==> src/rtl/cam_pixel_capture_if.sv <==
// Camera-side byte stream and the assembled pixel stream that leaves the capture block.
interface cam_pixel_capture_if #(
  parameter int DATA_W        = 8,
  parameter int BYTES_PER_PIX = 2,
  parameter int CNT_W         = 12
);
  logic [DATA_W-1:0]               CAM_DATA;
  logic                            HREF;
  logic                            VSYNC;
  logic [DATA_W*BYTES_PER_PIX-1:0] o_pixel;
  logic                            o_valid;
  logic [CNT_W-1:0]                o_x;
  logic [CNT_W-1:0]                o_y;
  logic                            o_sof;
  logic                            o_eol;

  modport master (
    output CAM_DATA, HREF, VSYNC,
    input  o_pixel, o_valid, o_x, o_y, o_sof, o_eol
  );

  modport slave (
    input  CAM_DATA, HREF, VSYNC,
    output o_pixel, o_valid, o_x, o_y, o_sof, o_eol
  );
endinterface

==> src/rtl/cam_pixel_capture.sv <==
// Packs BYTES_PER_PIX sensor bytes into pixels under VSYNC/HREF framing, applies a
// per-frame crop window and reports frame/line markers, framing errors and a frame count.
module cam_pixel_capture #(
  parameter int DATA_W        = 8,
  parameter int BYTES_PER_PIX = 2,
  parameter int BYTE_SWAP     = 0,
  parameter int CNT_W         = 12
) (
  input  logic                 i_pclk,
  input  logic                 i_rst_n,
  cam_pixel_capture_if.slave   cam,
  input  logic                 i_enable,
  input  logic [CNT_W-1:0]     i_x_start,
  input  logic [CNT_W-1:0]     i_x_end,
  input  logic [CNT_W-1:0]     i_y_start,
  input  logic [CNT_W-1:0]     i_y_end,
  output logic                 o_eof,
  output logic                 o_line_err,
  output logic [15:0]          o_frame_cnt
);

  localparam int              PIX_W    = DATA_W * BYTES_PER_PIX;
  localparam int              IDX_W    = 2;
  localparam logic [IDX_W-1:0] LAST_IDX = IDX_W'(BYTES_PER_PIX - 1);

  typedef enum logic [1:0] {SYNC, VBLANK, ACTIVE, SKIP} state_t;

  state_t             state_q, state_d;
  logic [IDX_W-1:0]   idx_q, idx_d;
  logic [CNT_W-1:0]   x_q, x_d, y_q, y_d;
  logic               sof_pend_q, sof_pend_d;
  logic               href_q;
  logic [PIX_W-1:0]   acc_q, acc_d, asm_pix;
  logic [CNT_W-1:0]   xs_q, xs_d, xe_q, xe_d, ys_q, ys_d, ye_q, ye_d;
  logic [PIX_W-1:0]   pixel_q, pixel_d;
  logic [CNT_W-1:0]   px_q, px_d, py_q, py_d;
  logic               valid_q, valid_d, sof_q, sof_d, eol_q, eol_d;
  logic               eof_q, eof_d, lerr_q, lerr_d;
  logic [15:0]        fcnt_q, fcnt_d;
  logic               in_win;

  function automatic logic [CNT_W-1:0] sat_inc(input logic [CNT_W-1:0] v);
    return (&v) ? v : v + 1'b1;
  endfunction

  assign in_win = (x_q >= xs_q) && (x_q <= xe_q) && (y_q >= ys_q) && (y_q <= ye_q);

  always_comb begin
    state_d    = state_q;
    idx_d      = idx_q;
    x_d        = x_q;
    y_d        = y_q;
    sof_pend_d = sof_pend_q;
    acc_d      = acc_q;
    xs_d       = xs_q;
    xe_d       = xe_q;
    ys_d       = ys_q;
    ye_d       = ye_q;
    pixel_d    = pixel_q;
    px_d       = px_q;
    py_d       = py_q;
    valid_d    = 1'b0;
    sof_d      = 1'b0;
    eol_d      = 1'b0;
    eof_d      = 1'b0;
    lerr_d     = 1'b0;
    fcnt_d     = fcnt_q;

    // Slot 0 lands in the MSBs unless the byte order is swapped.
    asm_pix = acc_q;
    for (int s = 0; s < BYTES_PER_PIX; s++) begin
      if (idx_q == IDX_W'(s))
        asm_pix[((BYTE_SWAP != 0) ? s : (BYTES_PER_PIX - 1 - s)) * DATA_W +: DATA_W] = cam.CAM_DATA;
    end

    case (state_q)
      SYNC: begin
        if (cam.VSYNC) state_d = VBLANK;
      end
      VBLANK: begin
        if (!cam.VSYNC) begin
          if (i_enable) begin
            state_d    = ACTIVE;
            xs_d       = i_x_start;
            xe_d       = i_x_end;
            ys_d       = i_y_start;
            ye_d       = i_y_end;
            x_d        = '0;
            y_d        = '0;
            idx_d      = '0;
            sof_pend_d = 1'b1;
          end else begin
            state_d = SKIP;
          end
        end
      end
      ACTIVE: begin
        // A VSYNC rise ends the frame outright; a half-built pixel is simply dropped.
        if (cam.VSYNC) begin
          state_d = VBLANK;
          eof_d   = 1'b1;
          fcnt_d  = fcnt_q + 16'd1;
          idx_d   = '0;
        end else if (cam.HREF) begin
          acc_d = asm_pix;
          if (idx_q == LAST_IDX) begin
            idx_d = '0;
            x_d   = sat_inc(x_q);
            if (in_win) begin
              valid_d    = 1'b1;
              pixel_d    = asm_pix;
              px_d       = x_q;
              py_d       = y_q;
              sof_d      = sof_pend_q;
              sof_pend_d = 1'b0;
              eol_d      = (x_q == xe_q);
            end
          end else begin
            idx_d = idx_q + 1'b1;
          end
        end else if (href_q) begin
          y_d = sat_inc(y_q);
          x_d = '0;
          if (idx_q != '0) begin
            lerr_d = 1'b1;
            idx_d  = '0;
          end
        end
      end
      SKIP: begin
        if (cam.VSYNC) state_d = VBLANK;
      end
      default: state_d = SYNC;
    endcase
  end

  always_ff @(posedge i_pclk or negedge i_rst_n) begin
    if (!i_rst_n) begin
      state_q    <= SYNC;
      idx_q      <= '0;
      x_q        <= '0;
      y_q        <= '0;
      sof_pend_q <= 1'b0;
      href_q     <= 1'b0;
      pixel_q    <= '0;
      px_q       <= '0;
      py_q       <= '0;
      valid_q    <= 1'b0;
      sof_q      <= 1'b0;
      eol_q      <= 1'b0;
      eof_q      <= 1'b0;
      lerr_q     <= 1'b0;
      fcnt_q     <= '0;
    end else begin
      state_q    <= state_d;
      idx_q      <= idx_d;
      x_q        <= x_d;
      y_q        <= y_d;
      sof_pend_q <= sof_pend_d;
      href_q     <= cam.HREF;
      pixel_q    <= pixel_d;
      px_q       <= px_d;
      py_q       <= py_d;
      valid_q    <= valid_d;
      sof_q      <= sof_d;
      eol_q      <= eol_d;
      eof_q      <= eof_d;
      lerr_q     <= lerr_d;
      fcnt_q     <= fcnt_d;
    end
  end

  // Byte accumulator and latched bounds are always rewritten before use.
  always_ff @(posedge i_pclk) begin
    acc_q <= acc_d;
    xs_q  <= xs_d;
    xe_q  <= xe_d;
    ys_q  <= ys_d;
    ye_q  <= ye_d;
  end

  assign cam.o_pixel = pixel_q;
  assign cam.o_valid = valid_q;
  assign cam.o_x     = px_q;
  assign cam.o_y     = py_q;
  assign cam.o_sof   = sof_q;
  assign cam.o_eol   = eol_q;
  assign o_eof       = eof_q;
  assign o_line_err  = lerr_q;
  assign o_frame_cnt = fcnt_q;

endmodule

==> src/flat_wrapper.sv <==
// flat-port wrapper written by rule: the top's interface ports become plain ports
module cam_pixel_capture_flat 
#(
  parameter int DATA_W        = 8,
  parameter int BYTES_PER_PIX = 2,
  parameter int BYTE_SWAP     = 0,
  parameter int CNT_W         = 12
)
  (i_pclk, i_rst_n, i_enable, i_x_start, i_x_end, i_y_start, i_y_end, o_eof, o_line_err, o_frame_cnt, cam_CAM_DATA, cam_HREF, cam_VSYNC, cam_o_pixel, cam_o_valid, cam_o_x, cam_o_y, cam_o_sof, cam_o_eol);
  cam_pixel_capture_if #(.DATA_W(DATA_W), .BYTES_PER_PIX(BYTES_PER_PIX), .CNT_W(CNT_W)) cam_i ();
  input  logic i_pclk;
  input  logic i_rst_n;
  input  logic i_enable;
  input  logic [CNT_W-1:0] i_x_start;
  input  logic [CNT_W-1:0] i_x_end;
  input  logic [CNT_W-1:0] i_y_start;
  input  logic [CNT_W-1:0] i_y_end;
  output logic o_eof;
  output logic o_line_err;
  output logic [15:0] o_frame_cnt;
  input wire logic [$bits(cam_i.CAM_DATA)-1:0] cam_CAM_DATA;
  input wire logic [$bits(cam_i.HREF)-1:0] cam_HREF;
  input wire logic [$bits(cam_i.VSYNC)-1:0] cam_VSYNC;
  output wire logic [$bits(cam_i.o_pixel)-1:0] cam_o_pixel;
  output wire logic [$bits(cam_i.o_valid)-1:0] cam_o_valid;
  output wire logic [$bits(cam_i.o_x)-1:0] cam_o_x;
  output wire logic [$bits(cam_i.o_y)-1:0] cam_o_y;
  output wire logic [$bits(cam_i.o_sof)-1:0] cam_o_sof;
  output wire logic [$bits(cam_i.o_eol)-1:0] cam_o_eol;
  assign cam_i.CAM_DATA = cam_CAM_DATA;
  assign cam_i.HREF = cam_HREF;
  assign cam_i.VSYNC = cam_VSYNC;
  assign cam_o_pixel = cam_i.o_pixel;
  assign cam_o_valid = cam_i.o_valid;
  assign cam_o_x = cam_i.o_x;
  assign cam_o_y = cam_i.o_y;
  assign cam_o_sof = cam_i.o_sof;
  assign cam_o_eol = cam_i.o_eol;
  cam_pixel_capture #(.DATA_W(DATA_W), .BYTES_PER_PIX(BYTES_PER_PIX), .BYTE_SWAP(BYTE_SWAP), .CNT_W(CNT_W)) u_core (.i_pclk(i_pclk), .i_rst_n(i_rst_n), .cam(cam_i), .i_enable(i_enable), .i_x_start(i_x_start), .i_x_end(i_x_end), .i_y_start(i_y_start), .i_y_end(i_y_end), .o_eof(o_eof), .o_line_err(o_line_err), .o_frame_cnt(o_frame_cnt));
endmodule
==> config.mk <==
export PLATFORM = sky130hd
export DESIGN_NAME = cam_pixel_capture_flat
export DESIGN_NICKNAME = d
export VERILOG_FILES = /design/src/rtl/cam_pixel_capture_if.sv /design/src/rtl/cam_pixel_capture.sv /design/src/flat_wrapper.sv
export SDC_FILE = /design/constraint.sdc
export NUM_CORES = 1
export LEC_CHECK = 0
export BUFFER_PORTS_ARGS = -buffer_cell sky130_fd_sc_hd__buf_2
export CORE_ASPECT_RATIO = 0.7
export CORE_UTILIZATION = 52
export DETAILED_ROUTE_END_ITERATION = 7
export PLACE_DENSITY = 0.76
export SETUP_SLACK_MARGIN = 0.3
export SLEW_MARGIN = 20
export SYNTH_ARGS = -nofsm -noshare
export SYNTH_HDL_FRONTEND = slang
export SYNTH_SLANG_ARGS = --single-unit
==> constraint.sdc <==
create_clock -name i_pclk -period 3.75 [get_ports i_pclk]
set_input_delay 0.75 -clock i_pclk [delete_from_list [all_inputs] [get_ports i_pclk]]
set_output_delay 0.75 -clock i_pclk [all_outputs]
set_load 0.01 [all_outputs]
# After elaboration in Yosys (flattened, before gate mapping)
# Cells that the tools add are included.
# Widths: inputs -> output; s select.
[word_totals]
ff_bits = 155
elab_cells = 124
[op_classes]
addsub = 4
magnitude_cmp = 4
eq_ne = 20
mux = 56
bitwise = 1
reduce_logical = 19
[ops]
columns = ["operator", "count"]
rows = [
  ["$mux 12", 11],
  ["$pmux 12 s2", 2],
  ["$mux 1", 29],
  ["$add 12x1->12 const B", 2],
  ["$ge 12x12->1", 2],
  ["$le 12x12->1", 2],
  ["$reduce_and 12->1", 2],
  ["$reduce_and 7->1", 3],
  ["$mux 2", 9],
  ["$add 16x1->16 const B", 1],
  ["$mux 8", 2],
  ["$eq 12x12->1", 1],
  ["$ne 2x2->1 const B", 6],
  ["$reduce_and 5->1", 2],
  ["$ne 2x1->1 const B", 4],
  ["$ne 4x3->1 const B", 2],
  ["$pmux 2 s2", 2],
  ["$ne 3x2->1 const B", 2],
  ["$reduce_and 3->1", 2],
  ["$eq 2x1->1 const B", 2],
  ["$eq 2x2->1 const B", 2],
  ["$logic_not 2->1", 2],
  ["$reduce_and 2->1", 2],
  ["$reduce_bool 2->1", 2],
  ["6 further kinds", 8],
]

# Depth between registers and ports, before layout
# Gate-level depths: netlist of run 1.
[logic_depth]
word_depth = 9
ltp_mapped = 10

# Least setup slack after synthesis of run 1
# OpenSTA, ideal clock, no wires.
[synth_timing]
kind = "input-to-reg"
start = "in cam_VSYNC"
end = "reg u_core.xe_q[0], enable pin"
setup_time_ns = 0.454
t_arrival_ns = 2.998
t_required_ns = 3.296
setup_slack_ns = 0.298
stages = 2
path_buffers = 0
path_cell_list = "nand2b_1 > nor2_1"
[synth_via]
elab_chain_len = 2
[synth_rtl]
columns = ["item", "line", "text"]
rows = [
  ["from (decl)", "flat_wrapper.sv:23", "input wire logic [$bits(cam_i.VSYNC)-1:0] cam_VSYNC;"],
  ["$not 1->1 (no line)", "--", ""],
  ["$reduce_and 3->1 (no line)", "--", ""],
  ["to (signal assigned)", "cam_pixel_capture.sv:177", "xe_q <= xe_d;"],
  ["to (decl)", "cam_pixel_capture.sv:34", "logic [CNT_W-1:0] xs_q, xs_d, xe_q, xe_d, ys_q, ys_d, ye_q, ye_d;"],
]
# No other way between the ends.
# A chain may end at the register's enable or synchronous reset.

# Final worst setup path of run 1
[layout_timing]
start = "reg u_core.x_q[0]"
end = "reg u_core.py_q[8] (netlist: u_core.cam.o_y[8])"
[layout_via]
elab_chain_len = 5
word_cells_on_any_way = 6
cone_classes = "2 x order compare; 4 x reduce/logical"
[layout_rtl]
columns = ["item", "line", "text"]
rows = [
  ["from (decl)", "cam_pixel_capture.sv:30", "logic [CNT_W-1:0] x_q, x_d, y_q, y_d;"],
  ["from (signal assigned)", "cam_pixel_capture.sv:141", "x_q <= '0;"],
  ["from (signal assigned)", "cam_pixel_capture.sv:157", "x_q <= x_d;"],
  ["$ge 12x12->1 / $le 12x12->1 (equally long branches)", "cam_pixel_capture.sv:46", "assign in_win = (x_q >= xs_q) && (x_q <= xe_q) && (y_q >= ys_q) && (y_q <= ye_q);"],
  ["$logic_and 1x1->1 (*) (3 in a row)", "cam_pixel_capture.sv:46", ""],
  ["$reduce_and 5->1 (no line) (*)", "--", ""],
  ["to (signal assigned)", "cam_pixel_capture.sv:163", "py_q <= py_d;"],
  ["to (decl)", "cam_pixel_capture.sv:36", "logic [CNT_W-1:0] px_q, px_d, py_q, py_d;"],
]
# Mark *: on every way between the ends. The rest lies on a longest branch, timed or not.

==> impl_results.md, run 1 <==
- Most common cell after layout, fill and taps aside: buf_2
- Syn Nets: 675
- Worst r2r src: u_core.x_q[0]
- Area Overhead vs Synth: 20.5%
- Critical path type: flop to flop
- CTS H-tree depth: 4
- First drt pass iteration count: 4
- Slew headroom: 43.5%
- Nets: 817
- Worst R2R Path Depth: 10
- Die height: 100 µm
- Worst slew pin tran: 0.845 ns
- Largest area contributor in the netlist: dfrtp_1
- GR Util All Layers: 22.6%
- Mapped cell area: 7200 µm²
- Seq cells post-synth: 155
- Vias in the first global route: 5128
- Die Wd: 143 µm
- Number of buffers created by CTS: 17
- Max-slew violations: 0
- Clock Tree Root: clkbuf_16
- Worst R2R End: u_core.cam.o_y[8]
- Place WS: 0.562 ns
- Full die area: 14300 µm²
- Global placer's final weighted congestion: 0.843
- CTS sink cnt: 155
- Synth area leaders: dfrtp_1, edfxtp_1, ha_1
- Clk_skew: 0.00888 ns
- Worst skew pair latency: 0.42 ns
- Clock Tree Buf Depth: 2
- Antenna cells: 0
- Synthesized area per cell: 12.9 µm²
- Max-Cap Viols: 0
- Cts hold-fix bufs: 0
- Setup crit start: u_core.x_q[0]
- F_max: 307 MHz
- CP Capture Type: flop
- # DRC: 0
- I/O Buffers: 121
- Synth cell types: 48
- Initial core utilization: 54.1%
- Critical Path RT: 4.04 ns
- Layout cell share with drive strength beyond 1: 30.2%
- Post-synthesis sequential area ratio: 58.3%
- FF-to-FF setup slack: 0.49 ns
- Routed Antenna Nets: 0
- Most frequent cells in the layout: buf_2, dfrtp_1, edfxtp_1
- Initial antenna violation count: 0
- Synth Flop Type: dfrtp_1
- Tmin final: 3.26 ns
- Setup tns final: 0 ns
- Outcome: finished clean
- Unrepaired setup endpoints after global routing: false
- Largest net degree at the start of global routing: 54
- Gr ovfl total: 0
- Fin. Hold Viols: 0
- CP Launch Type: flop
- Final period utilization: 86.9%
- HP Class: primary input to async pin
- WL final: 14.9 mm
- DR vias: 4899
- Leakage power: 4.21 nW
- Vias/cell: 5.44
- FFs w/ async S/R, synth: 58.7%
- Synthesis warning total: 0
- Clock-pin slew on the worst setup and hold paths: 0.06 ns
- Post-CTS sizing: 0
- Area fraction of the dominant cell type after synthesis: 31.6%
- WP data arrival: 3.55 ns
- Core area: 13300 µm²
- Final setup vio count: 0
- Row count: 35
- Hpwl dp: 10.7 mm
- Fillers: 1009
- EDFF count, synth: 64
- Wire length per cell: 16.6 µm
- Critical Path Sink: u_core.cam.o_y[8]
- Setup WS post-layout: 0.491 ns
- Cell Pwr Density: 500 nW/µm²
- Max VDD drop: 0.325 mV
- First-pass GRT wire length: 24.7 mm
- Synth Instances: 560
- IO Count: 122
- Worst-path maximum fanout: 29
- CTS tree: yes
- Initial DRC count: 259
- Setup Fix Bufs, Post-CTS: 0
==> critical path, cell delays in order (launching register included) <==
cell and delay [ns]:
dfrtp_1 0.46, inv_1 0.10, ha_1 0.28, nand2b_1 0.10, a2111oi_0 0.08, or4_1 0.51, a31oi_1 0.35, o221ai_2 0.23
nor3_4 0.22, buf_4 0.40, mux2_2 0.40
==> through the flow <==
stage	power (mW)	util (%)	cell area, µm²	std cells	hold slack [ns]
2_1_floorplan	2.39	-	7200	560	0.454
3_3_place_gp	2.59	60.6	8060	868	0.458
3_5_place_dp	2.64	60.6	8060	868	0.471
4_1_cts	4.37	65.1	8670	900	0.414
5_1_grt	4.53	65.1	8670	900	0.451
6_report	4.33	65.1	8670	900	0.397
==> routing by layer <==
layer  share of wire, %  global-route usage (%)
met1                 44                    27.9
met2                 49                    38.7
met4                1.9                    9.02
met3                4.8                    5.44
met5                  0                       0
==> synthesized netlist by cell type, types with 2 or more instances <==
| master | n |
|---|---|
| o211ai_1 | 2 |
| and2_1 | 2 |
| o2111ai_1 | 2 |
| buf_6 | 4 |
| mux2_1 | 9 |
| xor2_1 | 10 |
| xnor2_1 | 20 |
| a21o_1 | 7 |
| a211oi_1 | 3 |
| or3_1 | 5 |
| and3_1 | 3 |
| o21ai_0 | 14 |
| a21oi_1 | 21 |
| clkbuf_1 | 4 |
| nand4_1 | 16 |
| a2111oi_0 | 3 |
| nand2_1 | 28 |
| nor3b_1 | 4 |
| and4_1 | 3 |
| ha_1 | 54 |
| nand3_1 | 15 |
| nand2b_1 | 6 |
| nor2_1 | 30 |
| nor2b_1 | 4 |
| dfrtp_1 | 91 |
| mux2_2 | 49 |
| nor3_1 | 13 |
| edfxtp_1 | 64 |
| inv_1 | 53 |
| nor4b_1 | 3 |
==> sequential cells by signal, summed over array words and instances, names as in the netlist <==
register / count
u_core.ye_q: 12
u_core.cam.o_valid: 1
u_core.ys_q: 12
u_core.href_q: 1
u_core.o_frame_cnt: 16
u_core.y_q: 12
u_core.cam.o_x: 12
u_core.sof_pend_q: 1
u_core.cam.o_y: 12
u_core.x_q: 12
u_core.cam.o_eol: 1
u_core.xs_q: 12
u_core.idx_q: 2
u_core.o_eof: 1
u_core.state_q: 2
u_core.cam.o_sof: 1
u_core.cam.o_pixel: 16
u_core.o_line_err: 1
u_core.xe_q: 12
u_core.acc_q: 16
==> cell families after synthesis <==
logic type	after synthesis	synth area share [%]
xor gates and xnor gates	30	3.65
AOI/OAI and AO/OA	65	6.07
DFF	155	58.3
buffers and inverters	62	3.67
and+or+nand+nor	136	9.81
muxes	58	9.08
adders and majority gates	54	9.39
==> how the worst min path moves through the flow <==
stage / start / end / depth (start not counted)
after floorplan: i_rst_n / u_core.cam.o_eol / 0
after global placement: u_core.o_frame_cnt[15] / u_core.o_frame_cnt[15] / 1
after detailed placement: u_core.o_frame_cnt[15] / u_core.o_frame_cnt[15] / 1
after CTS: i_rst_n / u_core.cam.o_pixel[2] / 1
after global routing: i_rst_n / u_core.cam.o_pixel[2] / 1
final: i_rst_n / u_core.cam.o_y[4] / 1
==> report_power, final <==
part / total, mW / internal, mW / switching (mW)
clock: 1.73 / 1.07 / 0.657
combinational: 0.633 / 0.241 / 0.392
sequential: 1.97 / 1.90 / 0.0687
total: 4.33 / 3.22 / 1.12
==> cell type report <==
class                   instances  area (µm²)  area share (%)
clock buffers                  22         497            5.73
clock inverters                10         111            1.28
inverters                      53         199            2.29
multi-input cells             343        2740            31.6
flip-flops and latches        155        4200            48.4
well taps                     185         231            2.67
repair buffers                132         691            7.97
(Power assumes the default switching activity.)
==> run 2, diff against run 1 <==
--- a/config.mk
+++ b/config.mk
@@ -9,6 +9,7 @@
 export CORE_ASPECT_RATIO = 0.7
 export CORE_UTILIZATION = 52
 export DETAILED_ROUTE_END_ITERATION = 7
+export GPL_TIMING_DRIVEN = 0
 export PLACE_DENSITY = 0.76
 export SETUP_SLACK_MARGIN = 0.3
 export SLEW_MARGIN = 20
==> impl_results.md, run 2 (synthesis gave the netlist of run 1 again) <==
- Outcome: finished clean
- Vias in the first global route: 4856
- Gr ovfl total: 0
- Final period utilization: 86.1%
- Initial antenna violation count: 0
- Number of buffers created by CTS: 17
- Final instance area: 8690 µm²
- Setup tns final: 0 ns
- CP Launch Type: flop
- Row count: 35
- Worst r2r src: u_core.x_q[0]
- Critical Path RT: 4.04 ns
- Net Sw Frac: 26.0%
- CP Capture Type: flop
- Clk_skew: 0.0109 ns
- Setup crit start: u_core.x_q[0]
- WP data arrival: 3.52 ns
- Max-Cap Viols: 0
- Clock network fraction of design power: 40.0%
- GR Util All Layers: 22.1%
- Die height: 100 µm
- Clock Tree Buf Depth: 2
- Final setup vio count: 0
- First drt pass iteration count: 5
- First-pass GRT wire length: 24.0 mm
- Nets: 817
- Clock Tree Root: clkbuf_16
- Net switching power figure: 1.12 mW
- Clock-pin slew on the worst setup and hold paths: 0.06 ns
- CTS sink cnt: 155
- Initial DRC count: 210
- Worst R2R Path Depth: 10
- Most frequent cells in the layout: buf_2, dfrtp_1, edfxtp_1
- Hpwl dp: 10.6 mm
- Final Non-Filler Cells: 900
- Tmin final: 3.23 ns
- Core area: 13300 µm²
- Wire length per cell: 16.4 µm
- Unrepaired setup endpoints after global routing: false
- Post-DP Area: 8090 µm²
- CTS H-tree depth: 4
- HP Class: primary input to async pin
- Full die area: 14300 µm²
- # DRC: 0
- Worst skew pair latency: 0.42 ns
- DR vias: 4848
- WL final: 14.7 mm
- Setup Fix Bufs, Post-CTS: 0
- Worst-path maximum fanout: 10
- IO Count: 122
- I/O Buffers: 121
- Most common cell after layout, fill and taps aside: buf_2
- Max VDD drop: 0.327 mV
- Die Wd: 143 µm
- Fillers: 1050
- Global placer's final weighted congestion: 0.858
- Max-slew violations: 0
- Critical path type: flop to flop
- Vias/cell: 5.39
- CTS tree: yes
- Layout cell share with drive strength beyond 1: 29.9%
- Post-CTS sizing: 0
- Sequential group share of total power: 45.7%
- Worst slew pin tran: 0.902 ns
- Antenna cells: 0
- Placed cell count: 868
- Cell internal pwr: 3.20 mW
- Cts hold-fix bufs: 0
- Slew headroom: 39.6%
- Fin. Hold Viols: 0
- Leakage power: 4.20 nW
- Cell Pwr Density: 497 nW/µm²
- Logic pwr share: 14.4%
- F_max: 310 MHz
- Initial core utilization: 54.1%
- Largest net degree at the start of global routing: 49
- Routed Antenna Nets: 0
- Area Overhead vs Synth: 20.7%
-- run 2: cell types whose count changed in the layout (fill, tap and decap cells not counted), moves of 2 or more --
cell and change:
buf_4 -11, buf_6 +4, clkbuf_1 +4, clkbuf_16 -2
clkinv_2 +2
-- run 2: worst paths after layout --
path / endpoint / slack (ns)
max in group asynchronous: u_core.cam.o_x[1] / 2.75
worst min-delay path: u_core.cam.o_y[7] / 0.35
min in group i_pclk: u_core.o_frame_cnt[15] / 0.48
worst max-delay path: u_core.cam.o_x[1] / 0.52
worst min register to register: u_core.o_frame_cnt[15] / 0.48
worst max register to register: u_core.cam.o_x[1] / 0.52
-- run 2: layout make-up --
cell class / count / area, µm² / area share (%)
plain buffers: 9 / 65.1 / 0.749
clock buffers: 20 / 447 / 5.14
clock inverters: 12 / 148 / 1.70
inverters: 53 / 199 / 2.29
multi-input cells: 343 / 2740 / 31.6
flip-flops and latches: 155 / 4200 / 48.3
well taps: 185 / 231 / 2.66
repair buffers: 123 / 656 / 7.55
-- run 2: worst max-delay path, cell delays in order (launching register included) --
cell and delay [ns]:
dfrtp_1 0.51, inv_1 0.11, ha_1 0.28, nand2b_1 0.10
a2111oi_0 0.08, or4_1 0.52, a31oi_1 0.35, o221ai_2 0.24
nor3_4 0.35, buf_6 0.22, mux2_2 0.35
-- run 2: layer usage --
metal	wire length, µm	global-route usage (%)	share of wire [%]
met1	6700	29.2	45
met2	7140	36.2	48
met3	742	5.06	5.0
met4	165	7.44	1.1
met5	0	0	0
-- run 2: stage by stage --
step / hold WS [ns] / utilization, % / worst slack, ns / power [mW]
2_1_floorplan: 0.454 / - / 0.858 / 2.39
3_5_place_dp: 0.470 / 60.8 / 0.509 / 2.62
4_1_cts: 0.363 / 65.3 / 0.546 / 4.34
6_report: 0.346 / 65.3 / 0.522 / 4.32
5_1_grt: 0.392 / 65.3 / 0.379 / 4.50
3_3_place_gp: 0.457 / 60.4 / 0.142 / 2.56
-- run 2: power by group through the flow --
| stage | Combinational, mW | Sequential, mW | Clock (mW) |
|---|---|---|---|
| final | 0.620 | 1.97 | 1.73 |
| after global routing | 0.698 | 1.98 | 1.82 |
| after CTS | 0.620 | 1.97 | 1.75 |
| after detailed placement | 0.617 | 2.00 | 0 |
| after global placement | 0.564 | 2.00 | 0 |
| after floorplan | 0.397 | 2.00 | 0 |
==> run 3, diff against run 2 <==
--- a/config.mk
+++ b/config.mk
@@ -5,12 +5,13 @@
 export SDC_FILE = /design/constraint.sdc
 export NUM_CORES = 1
 export LEC_CHECK = 0
+export ABC_AREA = 1
 export BUFFER_PORTS_ARGS = -buffer_cell sky130_fd_sc_hd__buf_2
 export CORE_ASPECT_RATIO = 0.7
 export CORE_UTILIZATION = 52
 export DETAILED_ROUTE_END_ITERATION = 7
 export GPL_TIMING_DRIVEN = 0
-export PLACE_DENSITY = 0.76
+export PLACE_DENSITY = 0.75
 export SETUP_SLACK_MARGIN = 0.3
 export SLEW_MARGIN = 20
 export SYNTH_ARGS = -nofsm -noshare
==> impl_results.md, run 3 <==
- Worst slew pin tran: 0.859 ns
- Max VDD drop: 0.285 mV
- Cts hold-fix bufs: 0
- Post-DP Area: 8820 µm²
- Critical path type: flop to flop
- Outcome: finished clean
- Final instance area: 9420 µm²
- Die Wd: 149 µm
- First-pass GRT wire length: 28.4 mm
- Post-Synth Adder-Cell Area: 8.54%
- Final core utilization: 63.8%
- Antenna cells: 0
- Synth area leaders: dfrtp_1, edfxtp_1, nand2_1
- Max-slew violations: 0
- Full die area: 15700 µm²
- WP data arrival: 2.78 ns
- Final setup vio count: 0
- Main combinational cell family by area after synthesis: simple AND/OR/NAND/NOR gates
- Slew headroom: 42.7%
- Most common cell after layout, fill and taps aside: nand2_1
- Row count: 37
- Core area: 14800 µm²
- Setup Fix Bufs, Post-CTS: 0
- Synth Area in XOR/XNOR: 2.99%
- Final period utilization: 66.0%
- Nets: 1115
- Mapped cell area: 7920 µm²
- Largest area contributor in the netlist: dfrtp_1
- Synth Instances: 859
- Leakage power: 4.92 nW
- EDFF count, synth: 64
- DR vias: 6018
- Post-CTS sizing: 0
- Critical Path RT: 4.05 ns
- Unrepaired setup endpoints after global routing: false
- CP Launch Type: flop
- Synth Flop Type: dfrtp_1
- Compound-Gate Fraction of Synth Area: 3.07%
- Largest net degree at the start of global routing: 73
- Number of buffers created by CTS: 17
- Seq cells post-synth: 155
- Area fraction of the dominant cell type after synthesis: 28.8%
- Post-synth top cells: nand2_1, inv_1, dfrtp_1, nand3_1, edfxtp_1
- Wire length per cell: 13.9 µm
- Worst R2R Path Depth: 12
- Post-synthesis sequential area ratio: 53.1%
- GR Util All Layers: 23.1%
- HP Class: primary input to async pin
- Initial core utilization: 53.6%
- Hpwl dp: 12.1 mm
- Clock-pin slew on the worst setup and hold paths: 0.07 ns
- Post-synthesis mux area share: 0%
- First drt pass iteration count: 4
- Syn Nets: 974
- Tmin final: 2.48 ns
- Power Total: 4.68 mW
- Initial antenna violation count: 0
- Die height: 105 µm
- Worst-path maximum fanout: 10
- Area Overhead vs Synth: 19.0%
- Worst r2r src: u_core.x_q[11]
- Initial DRC count: 388
- Cell Pwr Density: 497 nW/µm²
- Max-Cap Viols: 0
- FFs w/ async S/R, synth: 58.7%
- Count leader, synth: nand2_1
- Gr ovfl total: 0
- Clock Tree Root: clkbuf_16
- CTS H-tree depth: 4
- Clock Tree Buf Depth: 2
- CTS sink cnt: 155
- F_max: 404 MHz
- Routed Antenna Nets: 0
- Vias/cell: 4.98
- Post-Synth Simple-Gate Area: 25.4%
- Worst R2R End: u_core.cam.o_x[1]
- I/O Buffers: 120
- Worst skew pair latency: 0.42 ns
- Global placer's final weighted congestion: 0.818
- WL final: 16.8 mm
- Clk_skew: 0.0113 ns
- Synthesis warning total: 0
- CTS tree: yes
- IO Count: 122
- FF-to-FF setup slack: 1.27 ns
- Synthesized area per cell: 9.21 µm²
- Vias in the first global route: 5757
- Layout cell share with drive strength beyond 1: 19.9%
- # DRC: 0
- Most frequent cells in the layout: nand2_1, buf_2, inv_1
- Place WS: 1.33 ns
- CP Capture Type: flop
- Synth cell types: 41
- Fin. Hold Viols: 0
- Setup WS post-layout: 1.27 ns
run 3: critical path, stage by stage (launching register included):
cell and delay, ns:
dfrtp_1 0.49, ha_1 0.34, nand2_1 0.07, nor2_1 0.17, and2_1 0.17, nand4_1 0.20
nand2_2 0.18, nand3_4 0.10, nor2_8 0.16, nand2_2 0.16, buf_6 0.20, nand2_1 0.07
nand2_1 0.05
run 3: cell type report:
class / count / area (µm²)
timing repair buffer: 122 / 654
tap: 195 / 244
buffer: 20 / 139
inverter: 109 / 410
clock buffer: 19 / 433
clock inverter: 13 / 166
fill: 1262 / 5350
sequential: 155 / 4200
multi-input combinational: 575 / 3180
run 3: kinds of logic after synthesis:
logic type | Yosys count
AO/OA/AOI/OAI | 46
XOR/XNOR | 27
adder cells (fa/ha/maj) | 54
buffers and inverters | 129
flip-flops | 155
AND/OR/NAND/NOR | 448
run 3: power by group:
group	switching, mW	leakage, nW	internal [mW]
clock network	0.706	0.284	1.05
logic	0.635	2.81	0.276
registers	0.0839	1.83	1.93
total	1.43	4.92	3.26
run 3: metal layers:
layer / share of wire, % / global-route usage [%] / vias to the layer above
met5: 0 / 0 / -
met3: 4.4 / 4.55 / 14
li1: - / - / 3048
met2: 46 / 35.2 / 145
met4: 0.94 / 5.32 / 0
met1: 49 / 33.9 / 2811
run 3: per-stage QoR:
step	hold slack [ns]	instances	TNS [ns]
floorplan	0.442	859	0
global placement	0.450	1174	-23.40
detailed placement	0.453	1176	0
CTS	0.155	1208	0
global route	0.161	1208	0
finish	0.165	1208	0
run 3: how the worst max path moves through the flow:
| stage | startpoint | to | slack, ns |
|---|---|---|---|
| after global routing | u_core.x_q[11] | u_core.cam.o_x[1] | 1.13 |
| final | u_core.x_q[11] | u_core.cam.o_x[1] | 1.27 |
| after detailed placement | u_core.x_q[11] | u_core.cam.o_x[1] | 1.33 |
| after global placement | cam_VSYNC | u_core.xs_q[1] | -0.49 |
| after CTS | u_core.x_q[11] | u_core.cam.o_x[1] | 1.32 |
| after floorplan | cam_VSYNC | u_core.xe_q[0] | 0.35 |
